$ cat src/rtl/emu_rst_ctrl.sv
// Reset, PLL-lock and switch conditioning for the emulator top level.
// Synchronises raw board inputs, debounces switches and sequences the DUT reset.
module emu_rst_ctrl #(
    parameter int NUM_SW          = 2,
    parameter int SOFT_RST_IDX    = 1,
    parameter int SYNC_STAGES     = 2,
    parameter int DEBOUNCE_CYCLES = 400000,
    parameter int LOCK_FILTER     = 16,
    parameter int RST_HOLD        = 32,
    parameter int BLINK_W         = 22
) (
    input  logic              clk,
    input  logic              rst_async,
    input  logic              pll_lock_i,
    input  logic [NUM_SW-1:0] switch_i,
    input  logic              error_i,
    output logic [NUM_SW-1:0] switch_o,
    output logic              rst_n_o,
    output logic [1:0]        state_o,
    output logic [7:0]        lock_loss_cnt_o,
    output logic [2:0]        led_o
);

    localparam int DB_W = $clog2(DEBOUNCE_CYCLES + 1);
    localparam int LF_W = $clog2(LOCK_FILTER + 1);
    localparam int RH_W = $clog2(RST_HOLD + 1);

    typedef enum logic [1:0] {
        WAIT_LOCK = 2'd0,
        HOLD      = 2'd1,
        RUN       = 2'd2
    } state_t;

    logic [SYNC_STAGES-1:0]             lock_sync_q, lock_sync_d;
    logic [SYNC_STAGES-1:0][NUM_SW-1:0] sw_sync_q, sw_sync_d;
    logic [NUM_SW-1:0][DB_W-1:0]        db_cnt_q, db_cnt_d;
    logic [NUM_SW-1:0]                  sw_db_q, sw_db_d;
    logic                               soft_prev_q, soft_prev_d;
    state_t                             state_q, state_d;
    logic [LF_W-1:0]                    lock_cnt_q, lock_cnt_d;
    logic [RH_W-1:0]                    hold_cnt_q, hold_cnt_d;
    logic [7:0]                         loss_cnt_q, loss_cnt_d;
    logic                               rst_n_q, rst_n_d;
    logic                               err_q, err_d;
    logic [BLINK_W-1:0]                 blink_q, blink_d;

    logic              lock_s;
    logic [NUM_SW-1:0] sw_s;
    logic              soft_rise;

    assign lock_s    = lock_sync_q[SYNC_STAGES-1];
    assign sw_s      = sw_sync_q[SYNC_STAGES-1];
    assign soft_rise = sw_db_q[SOFT_RST_IDX] & ~soft_prev_q;

    always_comb begin
        lock_sync_d = {lock_sync_q[SYNC_STAGES-2:0], pll_lock_i};
        sw_sync_d   = {sw_sync_q[SYNC_STAGES-2:0], switch_i};
        soft_prev_d = sw_db_q[SOFT_RST_IDX];
        err_d       = err_q | error_i;
        blink_d     = blink_q + BLINK_W'(1);
    end

    // A channel only flips after its synced level has disagreed for a full window.
    always_comb begin
        db_cnt_d = db_cnt_q;
        sw_db_d  = sw_db_q;
        for (int i = 0; i < NUM_SW; i++) begin
            if (sw_s[i] == sw_db_q[i]) begin
                db_cnt_d[i] = '0;
            end else if (db_cnt_q[i] == DB_W'(DEBOUNCE_CYCLES - 1)) begin
                sw_db_d[i]  = sw_s[i];
                db_cnt_d[i] = '0;
            end else begin
                db_cnt_d[i] = db_cnt_q[i] + DB_W'(1);
            end
        end
    end

    // Lock loss is checked before the soft-reset edge so it always wins.
    always_comb begin
        state_d    = state_q;
        lock_cnt_d = lock_cnt_q;
        hold_cnt_d = hold_cnt_q;
        loss_cnt_d = loss_cnt_q;
        case (state_q)
            WAIT_LOCK: begin
                hold_cnt_d = '0;
                if (!lock_s) begin
                    lock_cnt_d = '0;
                end else if (lock_cnt_q == LF_W'(LOCK_FILTER - 1)) begin
                    state_d    = HOLD;
                    lock_cnt_d = '0;
                end else begin
                    lock_cnt_d = lock_cnt_q + LF_W'(1);
                end
            end
            HOLD: begin
                lock_cnt_d = '0;
                if (!lock_s) begin
                    state_d    = WAIT_LOCK;
                    hold_cnt_d = '0;
                end else if (hold_cnt_q == RH_W'(RST_HOLD - 1)) begin
                    state_d    = RUN;
                    hold_cnt_d = '0;
                end else begin
                    hold_cnt_d = hold_cnt_q + RH_W'(1);
                end
            end
            RUN: begin
                lock_cnt_d = '0;
                hold_cnt_d = '0;
                if (!lock_s) begin
                    state_d = WAIT_LOCK;
                    if (loss_cnt_q != 8'hFF) begin
                        loss_cnt_d = loss_cnt_q + 8'd1;
                    end
                end else if (soft_rise) begin
                    state_d = HOLD;
                end
            end
            default: begin
                state_d    = WAIT_LOCK;
                lock_cnt_d = '0;
                hold_cnt_d = '0;
            end
        endcase
        rst_n_d = (state_d == RUN);
    end

    always_ff @(posedge clk or posedge rst_async) begin
        if (rst_async) begin
            lock_sync_q <= '0;
            sw_sync_q   <= '0;
            db_cnt_q    <= '0;
            sw_db_q     <= '0;
            soft_prev_q <= 1'b0;
            state_q     <= WAIT_LOCK;
            lock_cnt_q  <= '0;
            hold_cnt_q  <= '0;
            loss_cnt_q  <= '0;
            rst_n_q     <= 1'b0;
            err_q       <= 1'b0;
            blink_q     <= '0;
        end else begin
            lock_sync_q <= lock_sync_d;
            sw_sync_q   <= sw_sync_d;
            db_cnt_q    <= db_cnt_d;
            sw_db_q     <= sw_db_d;
            soft_prev_q <= soft_prev_d;
            state_q     <= state_d;
            lock_cnt_q  <= lock_cnt_d;
            hold_cnt_q  <= hold_cnt_d;
            loss_cnt_q  <= loss_cnt_d;
            rst_n_q     <= rst_n_d;
            err_q       <= err_d;
            blink_q     <= blink_d;
        end
    end

    assign switch_o        = sw_db_q;
    assign rst_n_o         = rst_n_q;
    assign state_o         = state_q;
    assign lock_loss_cnt_o = loss_cnt_q;
    assign led_o           = {err_q, (state_q == RUN) ? 1'b1 : blink_q[BLINK_W-1], ~rst_n_q};

endmodule
$ cat config.mk
export PLATFORM = sky130hd
export DESIGN_NAME = emu_rst_ctrl
export DESIGN_NICKNAME = d
export VERILOG_FILES = /design/src/rtl/emu_rst_ctrl.sv
export SDC_FILE = /design/constraint.sdc
export NUM_CORES = 1
export LEC_CHECK = 0
export ABC_AREA = 1
export CORE_UTILIZATION = 41
export DETAILED_ROUTE_END_ITERATION = 10
export GPL_TIMING_DRIVEN = 1
export PLACE_DENSITY_LB_ADDON = 0.3
export SYNTH_ARGS = -nofsm -noshare
export SYNTH_HDL_FRONTEND = slang
export SYNTH_SLANG_ARGS = --single-unit
$ cat constraint.sdc
create_clock -name clk -period 7.6 [get_ports clk]
set_input_delay 1.52 -clock clk [delete_from_list [all_inputs] [get_ports clk]]
set_output_delay 1.52 -clock clk [all_outputs]
set_load 0.005 [all_outputs]
==> summary.txt, run 1 <==
Pwr
  – Total power per unit cell area: 177 nW/um^2
  – Static Leakage: 2.26 nW
  – Worst VDD drop: 108 uV

Worst setup path
  – Crit Path Category: reg -> out
  – CP Data Arrival Time: 1.58 ns
  – Most used cell along the critical path: nand2_1
  – Crit-path slowest cell: clkdlybuf4s50_1
  – Slowest stage delay, CP: 0.49 ns
  – CP delay by family, top: buffers and inverters
  – Crit path cell chain: inv_1, nand2_1, nand2_1, clkdlybuf4s50_1
  – Type of origin of the critical path: flip-flop
  – CP endpoint kind: output pin
  – Number of buffers and inverters on the critical path: 2
  – Peak fanout along the critical path: 5
  – Critical Path RT: 6.08 ns

Logic synthesis
  – Most used DFF post-synth: dfrtp_1
  – Synth cell count leaders: nand2_1 (112), nor2_1 (94), dfrtp_1 (92), inv_1 (49), xor2_1 (31)
  – Synthesized area: 4500 sq um
  – Fraction of registers with async set/reset: 1.00
  – Post-synth top area share: 0.512
  – Cells after Synth: 517
  – Syn avg cell area: 8.71 sq um
  – Synthesis warning total: 0
  – Syn nets: 529
  – Synthesized flop and latch total: 92
  – Seq/Total Area, Yosys: 0.512
  – Most common cell in the synthesized netlist: nand2_1
  – Post-synth EDFFs: 0
  – Largest cells by area after synthesis: dfrtp_1 (51%), nand2_1 (9.3%), nor2_1 (7.8%)
  – Cell variety after synth: 29
  – Synth area leader: dfrtp_1

Routing
  – Number of DRC markers in iteration 0: 147
  – Final ANT Viol Nets: 0
  – Wirelength per Cell: 11.3 um
  – WL final: 7.76 mm
  – Vias per std cell: 4.71
  – First-pass detailed-route iteration total: 4
  – Final routed DRC violation total: 0
  – DR vias: 3248

Die
  – Die height: 107 um
  – DIE AREA: 11400 sq um
  – Row count: 37
  – Core area: 10500 sq um
  – Ports: 22
  – Starting Density: 0.430
  – Chip Width: 107 um

Timing
  – Tmin final: 3.10 ns
  – RSZ-0062 raised after global routing: false
  – Final period utilization: 0.408
  – Final Max Slew Viols: 0
  – Total negative slack: 0 ns
  – Fmax: 323 MHz
  – Worst slew pin tran: 0.706 ns
  – Max_slew headroom: 0.529
  – Skew final: 0.0121 ns
  – Final hold viol count: 0
  – Final setup violation count: 0

Flow run
  – Max-cap violations: 0

Clock tree
  – Clock Latency Late Sink: 0.35 ns
  – CTS Sinks: 92
  – Clock root cell: clkbuf_8
  – H-tree depth: 3
  – Hold-fix buffers at CTS: 0
  – Post-CTS Resized: 0
  – TritonCTS clock tree: built
  – Cts bufs inserted: 9
  – Max clock buf depth: 2
  – Clk pin slew, worst setup/hold paths: 0.09 ns
  – Setup Buffers After CTS: 0

Global route
  – Largest net degree at the start of global routing: 58
  – Antenna violations before repair: 0
  – First-pass GRT wire length: 13.9 mm
  – Vias in the first global route: 3159
  – GRT Overall Usage: 0.152
  – GR Overflow Total: 0

Placement
  – Placed cell area: 4870 sq um
  – IO buf count: 21
  – Post-DP HPWL: 5.71 mm
  – Gp weighted congestion: 0.828

Cells and area
  – Reg area: 2300 sq um
  – Area Overhead vs Synth: 12.8%
  – Cell area after layout: 5080 sq um
  – Fin nets: 560
  – Area of the multi-input gates: 1990 sq um
  – Fraction of layout cells with a size suffix above 1: 0.0958
  – FILL cells: 1011
  – N_diodes: 0

Worst hold path
  – Hold crit path type: reg -> reg

Outcome
  – Status: completed
worst register-to-register path, cell delays in order, from the launching register on:
cell and delay (ns):
dfrtp_1 0.44, ha_1 0.23, inv_1 0.09, nor2_1 0.08, a21oi_2 0.48, o21ai_0 0.17, o21ai_1 0.14
flip-flops by register name, indices dropped and copies added, names as in the netlist:
signal           flops
sw_s                 2
hold_cnt_q           6
soft_prev_q          1
blink_q             22
db_cnt_q            38
rst_n_o              1
switch_o             2
lock_sync_q          2
state_o              2
sw_sync_d            2
lock_cnt_q           5
lock_loss_cnt_o      8
err_q                1
through the flow:
stage               cells  hold slack (ns)  power, mW  worst slack (ns)  utilization
floorplan             517            0.331      0.556              3.69            -
global placement      673            0.334      0.574              4.49        0.466
detailed placement    673            0.335      0.576              4.47        0.466
CTS                   689            0.355      0.916              4.47        0.485
global route          689            0.378      0.944              4.40        0.485
finish                689            0.353      0.900              4.50        0.485
power breakdown:
group	switching [mW]	internal (mW)
Combinational	0.0352	0.0194
Clock	0.178	0.157
Sequential	0.00915	0.501
path summary, 6_finish.rpt:
kind,from,to,slack [ns],cells past startpoint
max reg2reg,lock_loss_cnt_o[0],lock_loss_cnt_o[2],5.88,6
min reg2reg,sw_sync_d[3],sw_s[1],0.35,0
max in group asynchronous,rst_async,db_cnt_q[26],4.93,3
min in group asynchronous,rst_async,db_cnt_q[3],1.54,2
min,sw_sync_d[3],sw_s[1],0.35,0
max,state_o[0],led_o[1],4.50,4
placed cells by master (no fill, tap or decap), types with 2 or more instances in the layout:
master	instances
nor3_1	11
inv_2	2
o21ai_0	6
o21ai_1	6
inv_1	48
or2_2	2
dfrtp_1	92
nor3b_1	2
xnor2_1	16
clkbuf_8	9
ha_1	6
nand3b_1	6
nor2_2	5
o32ai_1	2
a21oi_1	7
nor2_1	94
nor2_4	9
nand2_1	112
nand4_1	9
nand3_2	4
nand2_4	2
clkdlybuf4s50_1	21
clkinvlp_4	3
nand2_2	8
xor2_1	31
inv_6	2
o21bai_1	2
nand3_1	29
layer usage:
| layer | vias up | track usage | share of wire |
|---|---|---|---|
| li1 | 1684 | - | - |
| met2 | 37 | 0.255 | 0.47 |
| met3 | 9 | 0.0401 | 0.031 |
| met4 | 0 | 0.0489 | 0.019 |
| met5 | - | 0 | 0 |
| met1 | 1518 | 0.190 | 0.48 |
logic make-up after synthesis:
family,Yosys count,share of synthesized area
AO/OA/AOI/OAI,24,0.0303
XOR/XNOR,47,0.0915
adder cells (fa/ha/maj),6,0.0167
buffers and inverters,53,0.0467
flip-flops,92,0.512
AND/OR/NAND/NOR,295,0.303
final cells by class:
cell class              instances  share of cell area
flip-flops and latches         92               0.454
multi-input cells             372               0.392
repair buffers                 22              0.0429
inverters                      51              0.0380
well taps                     136              0.0335
clock buffers                   9              0.0244
clock inverters                 7              0.0160
No activity file was read; power rests on OpenSTA's default activity.
==> run 2, diff against run 1 <==
- clock period: 7.6 -> 3.15 ns (I/O delays scaled with it)
==> run 2 against run 1 <==
Core utilization is 0.12 points lower; sequential power is 140% higher; sequential cell count stayed put; critical path depth unchanged; clock skew barely moved; clock power up 120%; largest cell class unchanged.
==> summary.txt, run 2 (same netlist as run 1, synthesis figures left out) <==
Die
  – Row count: 37 (unchanged)
  – Die height: 107 um (unchanged)
  – Ports: 22 (unchanged)
  – DIE AREA: 11400 sq um (unchanged)
  – Starting Density: 0.430 (unchanged)
  – Chip Width: 107 um (unchanged)
  – Core area: 10500 sq um (unchanged)

Cells and area
  – Area Overhead vs Synth: 12.5%
  – FILL cells: 1013 (+0.20%)
  – Commonest non-fill, non-tap cells in the layout: nand2_1 (112), nor2_1 (94), dfrtp_1 (92), inv_1 (48), xor2_1 (31)
  – Max reg flops: 38 (unchanged)
  – Cell Count, Final, Fillers Out: 689 (unchanged)
  – Cell area after layout: 5060 sq um (-0.25%)
  – Fin nets: 560 (unchanged)
  – Reg with most FFs: db_cnt_q
  – Fraction of layout cells with a size suffix above 1: 0.0958 (unchanged)
  – Commonest non-fill, non-tap cell in the layout: nand2_1
  – N_diodes: 0 (unchanged)

Flow run
  – Max-cap violations: 0 (unchanged)

Worst setup path
  – Peak fanout along the critical path: 5 (unchanged)
  – CP endpoint kind: output pin
  – Internal reg-to-reg setup slack: 1.42 ns (-4.46 ns)
  – Crit Path Category: reg -> out
  – Type of origin of the critical path: flip-flop
  – Worst reg2reg path depth: 6 (unchanged)
  – Critical Path RT: 2.52 ns (-3.56 ns)
  – CP Data Arrival Time: 1.57 ns (about the same)

Pwr
  – Static Leakage: 2.25 nW (-0.48%)
  – Worst VDD drop: 199 uV (+85%)
  – Power Total: 2.11 mW (+130%)
  – Total power per unit cell area: 417 nW/um^2 (+140%)

Placement
  – Gp weighted congestion: 0.829 (+0.17%)
  – Placed cell area: 4880 sq um (+0.26%)
  – Dpl cells: 673 (unchanged)
  – Post-DP HPWL: 5.82 mm (+1.9%)
  – IO buf count: 21 (unchanged)

Timing
  – Final period utilization: 0.700
  – Final setup violation count: 0 (unchanged)
  – Total negative slack: 0 ns (unchanged)
  – Worst slew pin tran: 0.651 ns (-0.0558 ns)
  – Max_slew headroom: 0.563 (+0.0341)
  – RSZ-0062 raised after global routing: false
  – Fmax: 454 MHz
  – Tmin final: 2.20 ns
  – Skew final: 0.0117 ns (-0.000377 ns)
  – Worst hold slack: 0.347 ns (-0.00618 ns)
  – Final Max Slew Viols: 0 (unchanged)
  – Final hold viol count: 0 (unchanged)

Clock tree
  – TritonCTS clock tree: built
  – Clock Latency Late Sink: 0.37 ns (+0.02 ns)
  – Cts bufs inserted: 9 (unchanged)
  – H-tree depth: 3 (unchanged)
  – Setup Buffers After CTS: 0 (unchanged)
  – Clock root cell: clkbuf_8
  – CTS Sinks: 92 (unchanged)
  – Max clock buf depth: 2 (unchanged)
  – Post-CTS Resized: 0 (unchanged)
  – Clk pin slew, worst setup/hold paths: 0.10 ns (about the same)
  – Hold-fix buffers at CTS: 0 (unchanged)

Routing
  – Final routed DRC violation total: 0 (unchanged)
  – Final ANT Viol Nets: 0 (unchanged)
  – Uppermost layer routed: met4
  – M1 wire length: 3.81 mm (+1.4%)
  – Vias per std cell: 4.77 (+1.2%)
  – WL final: 8.02 mm (+3.4%)
  – Met2 WL: 3.88 mm (+7.4%)
  – Wirelength per Cell: 11.6 um (+3.4%)
  – Number of DRC markers in iteration 0: 143 (-2.7%)
  – First-pass detailed-route iteration total: 4 (unchanged)
  – DR vias: 3288 (+1.2%)
  – Routed wl met3: 222 um (-7.5%)

Global route
  – Antenna violations before repair: 0 (unchanged)
  – Largest net degree at the start of global routing: 70 (+21%)
  – Vias in the first global route: 3164 (+0.16%)
  – GR Overflow Total: 0 (unchanged)
  – First-pass GRT wire length: 14.3 mm (+2.6%)
  – GRT Overall Usage: 0.159 (+0.00732)

Outcome
  – Status: completed

Worst hold path
  – Hold crit path type: reg -> reg
  – WHS Path Cells: 0 (unchanged)
[run 2: worst paths after layout]
kind,end,startpoint
max,led_o[1],state_o[0]
min,sw_s[0],sw_sync_d[2]
max reg2reg,lock_loss_cnt_o[2],lock_loss_cnt_o[0]
min reg2reg,sw_s[0],sw_sync_d[2]
max in group asynchronous,blink_q[2],rst_async
min in group asynchronous,sw_s[0],rst_async
[run 2: routing by layer]
metal,GRT usage,vias up
met2,0.269,34
li1,-,1687
met3,0.0438,9
met1,0.198,1558
met4,0.0479,0
met5,0,-
[run 2: layout make-up]
class / count / area, sq um / area share
inverters: 51 / 193 / 0.0381
multi-input cells: 372 / 1990 / 0.393
well taps: 136 / 170 / 0.0336
clock buffers: 9 / 124 / 0.0245
repair buffers: 22 / 230 / 0.0455
clock inverters: 7 / 56.3 / 0.0111
flip-flops and latches: 92 / 2300 / 0.455
[run 2: through the flow]
step / util / setup WS (ns)
after floorplan: - / 0.128
after global placement: 0.467 / 1.34
after detailed placement: 0.467 / 1.33
after CTS: 0.484 / 0.903
after global routing: 0.484 / 0.838
final: 0.484 / 0.946
[run 2: worst max-delay path, cell delays in order, from the launching register on]
cell and delay, ns:
dfrtp_1 0.41, inv_1 0.12, nand2_1 0.11, nand2_1 0.08, clkdlybuf4s50_1 0.49
[run 2: power breakdown]
| group | switching (mW) | total [mW] | leakage, nW | internal (mW) |
|---|---|---|---|---|
| clock network | 0.449 | 0.744 | 0.0789 | 0.295 |
| logic | 0.0873 | 0.136 | 0.925 | 0.0490 |
| registers | 0.0213 | 1.23 | 1.24 | 1.21 |
==> run 3, diff against run 2 <==
- clock period: 3.15 -> 1.9 ns (I/O delays scaled with it)
==> run 3 against run 2 <==
Non-clock buffer count is 7 higher; clock power is 83% higher; global-route usage fell by 0.35 points; routed wire length decreased by 1.5%; sequential share of layout area shrank 0.82 points; largest cell class unchanged; highest routed layer unchanged.
==> summary.txt, run 3 (same netlist as run 1, synthesis figures left out) <==
Routing
  – DR vias: 3305 (+0.52%)
  – Wirelength per Cell: 11.4 um (-2.5%)
  – Number of DRC markers in iteration 0: 192 (+34%)
  – Final ANT Viol Nets: 0 (unchanged)
  – Final routed DRC violation total: 0 (unchanged)
  – WL final: 7.90 mm (-1.5%)
  – Vias per std cell: 4.75 (-0.49%)
  – First-pass detailed-route iteration total: 4 (unchanged)

Cells and area
  – Max reg flops: 38 (unchanged)
  – Fraction of layout cells with a size suffix above 1: 0.107 (+0.0113)
  – FILL cells: 1024 (+1.1%)
  – N_diodes: 0 (unchanged)
  – Fin nets: 567 (+1.3%)
  – Commonest non-fill, non-tap cells in the layout: nand2_1 (112), nor2_1 (94), dfrtp_1 (92), inv_1 (47), xor2_1 (31)
  – Commonest non-fill, non-tap cell in the layout: nand2_1
  – Cell area after layout: 5160 sq um (+1.8%)
  – Area Overhead vs Synth: 14.6%
  – Reg area: 2300 sq um (unchanged)
  – Area of the multi-input gates: 1990 sq um (unchanged)
  – Reg with most FFs: db_cnt_q

Global route
  – Largest net degree at the start of global routing: 34 (-51%)
  – GRT Overall Usage: 0.155 (-0.00355)
  – GR Overflow Total: 0 (unchanged)
  – Vias in the first global route: 3267 (+3.3%)
  – First-pass GRT wire length: 14.1 mm (-1.4%)
  – Antenna violations before repair: 0 (unchanged)

Timing
  – Tmin final: 1.77 ns
  – Worst slew pin tran: 0.395 ns (-0.255 ns)
  – Fmax: 564 MHz
  – Max_slew headroom: 0.736 (+0.173)
  – Total negative slack: 0 ns (unchanged)
  – Final hold viol count: 0 (unchanged)
  – Final period utilization: 0.933
  – Final Max Slew Viols: 0 (unchanged)
  – RSZ-0062 raised after global routing: false
  – Final setup violation count: 0 (unchanged)
  – Skew final: 0.00644 ns (-0.00525 ns)

Placement
  – IO buf count: 21 (unchanged)
  – Gp weighted congestion: 0.802 (-3.3%)
  – Post-DP HPWL: 5.74 mm (-1.4%)
  – Placed cell area: 4930 sq um (+0.92%)

Clock tree
  – TritonCTS clock tree: built
  – Hold-fix buffers at CTS: 0 (unchanged)
  – H-tree depth: 3 (unchanged)
  – Cts bufs inserted: 9 (unchanged)
  – Max clock buf depth: 2 (unchanged)
  – Clock Latency Late Sink: 0.36 ns (about the same)
  – Clk pin slew, worst setup/hold paths: 0.09 ns (about the same)
  – CTS Sinks: 92 (unchanged)
  – Clock root cell: clkbuf_8

Worst setup path
  – Type of origin of the critical path: flip-flop
  – Critical Path RT: 1.52 ns (-1.00 ns)
  – Peak fanout along the critical path: 4 (-1)
  – CP Data Arrival Time: 1.39 ns (-0.18 ns)
  – CP endpoint kind: output pin
  – Crit Path Category: reg -> out

Pwr
  – Total power per unit cell area: 711 nW/um^2 (+71%)
  – Static Leakage: 2.32 nW (+3.4%)
  – Worst VDD drop: 257 uV (+29%)

Die
  – Starting Density: 0.430 (unchanged)
  – Core area: 10500 sq um (unchanged)
  – Chip Width: 107 um (unchanged)
  – Die height: 107 um (unchanged)
  – Row count: 37 (unchanged)
  – DIE AREA: 11400 sq um (unchanged)
  – Ports: 22 (unchanged)

Outcome
  – Status: completed

Flow run
  – Max-cap violations: 0 (unchanged)

Worst hold path
  – Hold crit path type: in -> async
[run 3: cell types whose count changed in the layout (fill, tap and decap cells not counted), moves of 2 or more]
cell,delta
inv_6,-3
clkbuf_8,+2
buf_4,+6
clkinvlp_4,-2
[run 3: worst paths after layout]
check	startpoint	to	slack, ns	depth (start not counted)
setup / recovery	state_o[1]	state_o[1]	0.13	2
hold / removal	rst_async	db_cnt_q[1]	0.35	2
setup reg to reg	db_cnt_q[0]	db_cnt_q[9]	0.37	6
hold reg to reg	sw_sync_d[2]	sw_s[0]	0.35	0
max in group asynchronous	rst_async	db_cnt_q[24]	1.06	3
min in group clk	sw_sync_d[2]	sw_s[0]	0.35	0
[run 3: per-layer routing]
metal | global-route usage | vias to the layer above | share of wire
met3 | 0.0328 | 11 | 0.026
met5 | 0 | - | 0
li1 | - | 1693 | -
met1 | 0.198 | 1569 | 0.50
met4 | 0.0695 | 0 | 0.019
met2 | 0.255 | 32 | 0.46
[run 3: critical path, cell delays in order, from the launching register on]
cell and delay [ns]:
dfrtp_1 0.38, buf_4 0.14, clkdlybuf4s50_1 0.51
[run 3: power by group]
| part | internal, mW | switching, mW | leakage (nW) |
|---|---|---|---|
| Sequential | 2.00 | 0.0348 | 1.24 |
| Clock | 0.677 | 0.684 | 0.102 |
| Combinational | 0.113 | 0.154 | 0.978 |
[run 3: repair_timing]
action	CTS	global route
gates cloned	0	0
gates resized for setup	1	1
setup buffers	3	0
endpoints found under the setup margin	1	1
[run 3: stage by stage]
step	util	setup slack, ns	power, mW	hold slack [ns]	instances
after global placement	0.471	0.350	2.31	0.333	677
after CTS	0.493	0.0200	3.71	0.348	696
after floorplan	-	0.442	2.23	0.331	517
after detailed placement	0.471	0.329	2.32	0.335	677
final	0.493	0.127	3.67	0.348	696
after global routing	0.493	0.0886	3.83	0.358	696
[run 3: cell type report]
cell class	count	share of cell area
Sequential cell	92	0.446
Clock inverter	4	0.00922
Inverter	51	0.0379
Tap cell	136	0.0330
Multi-Input combinational cell	372	0.386
Clock buffer	12	0.0301
Timing Repair Buffer	29	0.0578
==> patch 1 (flow settings as in run 3) <==
Make the reset (`rst_async`) synchronous in one clocked block.
--- a/src/rtl/emu_rst_ctrl.sv
+++ b/src/rtl/emu_rst_ctrl.sv
@@ -127,7 +127,7 @@
         rst_n_d = (state_d == RUN);
     end
 
-    always_ff @(posedge clk or posedge rst_async) begin
+    always_ff @(posedge clk) begin
         if (rst_async) begin
             lock_sync_q <= '0;
             sw_sync_q   <= '0;
Formal check against the unedited RTL: differs if rst_async is asserted again (counterexample within 4 cycles, from zero or initial values and one cycle with rst_async high); with rst_async held inactive, the same outputs for 10 cycles.
==> patch 1 against run 3 <==
- sequential cell count is the same
- first-iteration DRC count shrank 32%
- area after synthesis grew 0.50%
- critical endpoint is now led_o[1]
- non-clock buffer count shrank 4
- routed wire length grew 12%
- cell area shrank 1.9%
- largest cell class is now multi-input combinational cells
- worst setup slack lost 0.0063 ns
Power is not compared: it rests on default switching activity, and its combinational part moved more than twofold at a synthesized area within 25%.
==> patch 1: results (changes against run 3) <==
outcome finished clean; post-synthesis compound-gate area fraction 0.07994 (+0.04964); largest cells by area after synthesis dfxtp_1 (41%), nand2_1 (13%), nor2_1 (8.9%); Yosys cell types 38 (+31%); asr flop ratio synth 0 (-1.000); share of cells above drive strength 1 0.1031 (-0.004050); DR vias/cell 4.825 (+1.6%); Crit Path Max Fanout 3 (-1); Synthesized Nets 659 (+25%); max reg flops 38 (unchanged); Top reg by flops db_cnt_q; nets 687 (+21%); gr usage total 0.1648 (+0.009260); Synth Flop Type dfxtp_1; final WL 8.812 mm (+12%); # diodes 0 (unchanged); WP data arrival ~1.4 ns; post-synthesis sequential area ratio 0.4072 (-0.1043); CTS Buffer Depth 2 (unchanged); initial antenna violation count 0 (unchanged); Pleak around 1.7 nW; Ys Warns 0 (unchanged); # port buffers 21 (unchanged); top-area cell type share of the netlist area 0.4072 (-0.1043); Slew HR 0.7572 (+0.02131); clk slew on worst S/H paths about 0.10 ns; Starting DRT DRC Count 130 (-32%); TritonCTS Buffers 9 (unchanged); Post-Synth XOR/XNOR Area 0.03292 (-0.05855); 1st-pass router iterations 5 (+1); Layout fillers 1043 (+1.9%); Clock Skews 0.01133 ns (+0.004896 ns); mux contribution to synthesized area 0 (unchanged); largest net degree at the start of global routing 25 (-26%); Net Sw Power ~0.00080 W; worst skew pair latency 0.36 ns (about the same); first-pass GRT wire length 15.40 mm (+9.4%); Root Buffer clkbuf_8; vias in the first global route 3571 (+9.3%); CTS H-tree depth 3 (unchanged); HP Class reg -> reg; detailed placement HPWL 6.571 mm (+14%); adder-cell area share of the yosys netlist 0.01936 (+0.002683); Synth top cells by count nand2_1 (154), nor2_1 (107), dfxtp_1 (92), inv_1 (77), nand3_1 (41); Final GP Congestion 0.8107 (+1.1%); Peak supply drop 400.6 uV
patch 1: cell type report:
cell class,instances,share of cell area
clock buffer,10,0.02722
clock inverter,6,0.01064
inverter,79,0.05865
multi-input combinational,467,0.4581
sequential,92,0.3645
tap,136,0.03365
timing repair buffer,25,0.04727
patch 1: timing repair:
| action | in CTS | in global routing |
|---|---|---|
| hold buffers | 0 | 0 |
| buffers inserted | 1 | 0 |
| endpoints found under the setup margin | 1 | 0 |
| resized for setup | 2 | 0 |
patch 1: logic make-up (layout without fill, tap and decap cells):
logic type / Yosys count / in the layout
and+or+nand+nor: 378 / 378
AOI/OAI and AO/OA: 65 / 65
buffers and inverters: 87 / 120
adders and majority gates: 7 / 7
DFF: 92 / 92
xor gates and xnor gates: 17 / 17
patch 1: layer usage:
layer | routed length (um) | GRT usage
met5 | 0 | 0
met3 | 253 | 0.03465
met4 | 68 | 0.04990
met2 | 4088 | 0.2742
met1 | 4401 | 0.2134
patch 1: critical path: stages, from the launching register on:
cell and delay [ns]:
dfxtp_2 0.34, inv_1 0.05, nand2_1 0.07, inv_1 0.07, or2_2 0.27, dlygate4sd2_1 0.26
patch 1: final timing paths:
path / start / end / slack [ns] / cells after the start
setup / recovery: state_o[0]$_SDFF_PP0_ / led_o[1] / 0.12 / 5
hold / removal: sw_sync_d[3]$_SDFF_PP0_ / sw_s[1]$_SDFF_PP0_ / 0.42 / 2
setup reg to reg: db_cnt_q[19]$_SDFF_PP0_ / db_cnt_q[32]$_SDFF_PP0_ / 0.31 / 6
hold reg to reg: sw_sync_d[3]$_SDFF_PP0_ / sw_s[1]$_SDFF_PP0_ / 0.42 / 2
patch 1: power groups by stage:
| stage | sequential [W] | clock [W] | combinational (W) |
|---|---|---|---|
| 6_report | 0.00195 | 0.00129 | 0.0000764 |
| 2_1_floorplan | 0.00199 | 0 | 0.0000560 |
| 3_5_place_dp | 0.00200 | 0 | 0.0000773 |
| 4_1_cts | 0.00195 | 0.00134 | 0.0000779 |
| 3_3_place_gp | 0.00199 | 0 | 0.0000763 |
| 5_1_grt | 0.00195 | 0.00142 | 0.0000872 |
patch 1: metrics by stage:
step	hold slack (ns)	setup WS, ns	std cells	area, sq um
6_report	0.4158	0.1204	815	5056
5_1_grt	0.4400	0.05092	815	5056
4_1_cts	0.4188	0.09848	815	5056
3_5_place_dp	0.4037	0.1492	798	4857
3_3_place_gp	0.4027	0.2167	798	4857
2_1_floorplan	0.3883	0.4302	646	4523
==> patch 2 (flow settings as in run 3) <==
Without the edit above. `NUM_SW`: 2 -> 4.
--- a/src/rtl/emu_rst_ctrl.sv
+++ b/src/rtl/emu_rst_ctrl.sv
@@ -1,7 +1,7 @@
 // Reset, PLL-lock and switch conditioning for the emulator top level.
 // Synchronises raw board inputs, debounces switches and sequences the DUT reset.
 module emu_rst_ctrl #(
-    parameter int NUM_SW          = 2,
+    parameter int NUM_SW          = 4,
     parameter int SOFT_RST_IDX    = 1,
     parameter int SYNC_STAGES     = 2,
     parameter int DEBOUNCE_CYCLES = 400000,
Interface: changed (resized switch_i and switch_o); port bits go from 22 to 26. The function was not compared with the original's and may differ.
==> patch 2 against run 3 <==
- area after synthesis increased by 49%
- largest power group is now clock
- first-iteration DRC count rose by 23%
- sequential cell count rose by 44
- routed wire length increased by 50%
- worst setup slack lost 0.030 ns
- core utilization grew 0.18 points
- power up 74%
- hold slack got worse by 0.0032 ns
- cell area is 53% higher
- critical endpoint is now switch_o[1]
==> patch 2: results (changes against run 3) <==
Pleak 3.545 nW (+53%); TritonCTS Buffers 17 (+8); GRT met3 Usage 0.04305 (+0.01022); WL met2 5.384 mm (+48%); outcome finished clean; postcts setup bufs 2 (-1); Comb pwr share 0.028 (-0.045); largest cells by area after synthesis dfrtp_1 (51%), nand2_1 (9.7%), nor2_1 (9.0%); DR vias/cell 4.584 (-3.5%); HP Class reg -> reg; met1 usage 0.2084 (+0.01079); Tightest Pin Transition 0.4218 ns (+0.02653 ns); vias in the first global route 4862 (+49%); Root Buffer clkbuf_16; Met1 Wirelength 5.916 mm (+51%); dpl ws 0.3781 ns (+0.04892 ns); Final GP Congestion 0.8174 (+1.9%); Synth top cells by count nand2_1 (173), nor2_1 (161), dfrtp_1 (136), inv_1 (72), xor2_1 (45); CTS H-tree depth 4 (+1); gr usage total 0.1632 (+0.007683); Post-CTS Resized 2 (+1); WP data arrival 1.42 ns (+0.03 ns); detailed placement HPWL 8.504 mm (+48%); Max stage delay on crit path 0.56 ns (+0.05 ns); max reg flops 76 (+100%); Starting DRT DRC Count 237 (+23%); clk slew on worst S/H paths 0.06 ns (-0.03 ns); share of cells above drive strength 1 0.1145 (+0.007379); sequential power share 0.463 (-0.093); worst skew pair latency 0.42 ns (+0.06 ns)
-- patch 2: cell types whose count changed in the layout (fill, tap and decap cells not counted), moves of 8 or more --
cell / change
xnor2_1: +8
xor2_1: +14
o21ai_0: +8
dfrtp_1: +43
clkbuf_16: +17
nand2_1: +60
nor2_1: +67
nor2_2: +14
nand4_1: +8
inv_1: +23
-- patch 2: layout make-up --
cell class                 count  area (sq um)
inverter                      81         307.8
timing repair buffer          30         315.3
fill                        1537          8056
clock buffer                  25         505.5
clock inverter                 6         88.84
multi-input combinational    569          2994
tap                          216         270.3
sequential                   136          3405
-- patch 2: path summary, 6_finish.rpt --
kind                                           from                  endpoint  cells past startpoint
setup / recovery            switch_o[1]$_DFFE_PP0P_               switch_o[1]                      1
hold / removal             lock_sync_q[0]$_DFF_PP0_  lock_sync_q[1]$_DFF_PP0_                      0
setup reg to reg             db_cnt_q[57]$_DFF_PP0_    db_cnt_q[73]$_DFF_PP0_                      8
hold reg to reg            lock_sync_q[0]$_DFF_PP0_  lock_sync_q[1]$_DFF_PP0_                      0
max in group asynchronous                 rst_async      state_o[1]$_DFF_PP0_                      3
min in group asynchronous                 rst_async    db_cnt_q[41]$_DFF_PP0_                      3
-- patch 2: metrics by stage --
step	cell area, sq um	cells	hold slack [ns]
after floorplan	6710	787	0.3312
after global placement	7271	1030	0.3321
after detailed placement	7271	1030	0.3393
after CTS	7883	1063	0.3493
after global routing	7886	1063	0.3531
final	7886	1063	0.3445
-- patch 2: logic make-up (layout without fill, tap and decap cells) --
kind of cell | after synthesis | in the layout | synth area share
buf+inv | 82 | 142 | 0.04646
fa+ha+maj | 8 | 8 | 0.01493
simple gates | 454 | 454 | 0.3095
xor+xnor | 69 | 69 | 0.09011
compound gates | 38 | 38 | 0.03153
flops | 136 | 136 | 0.5075
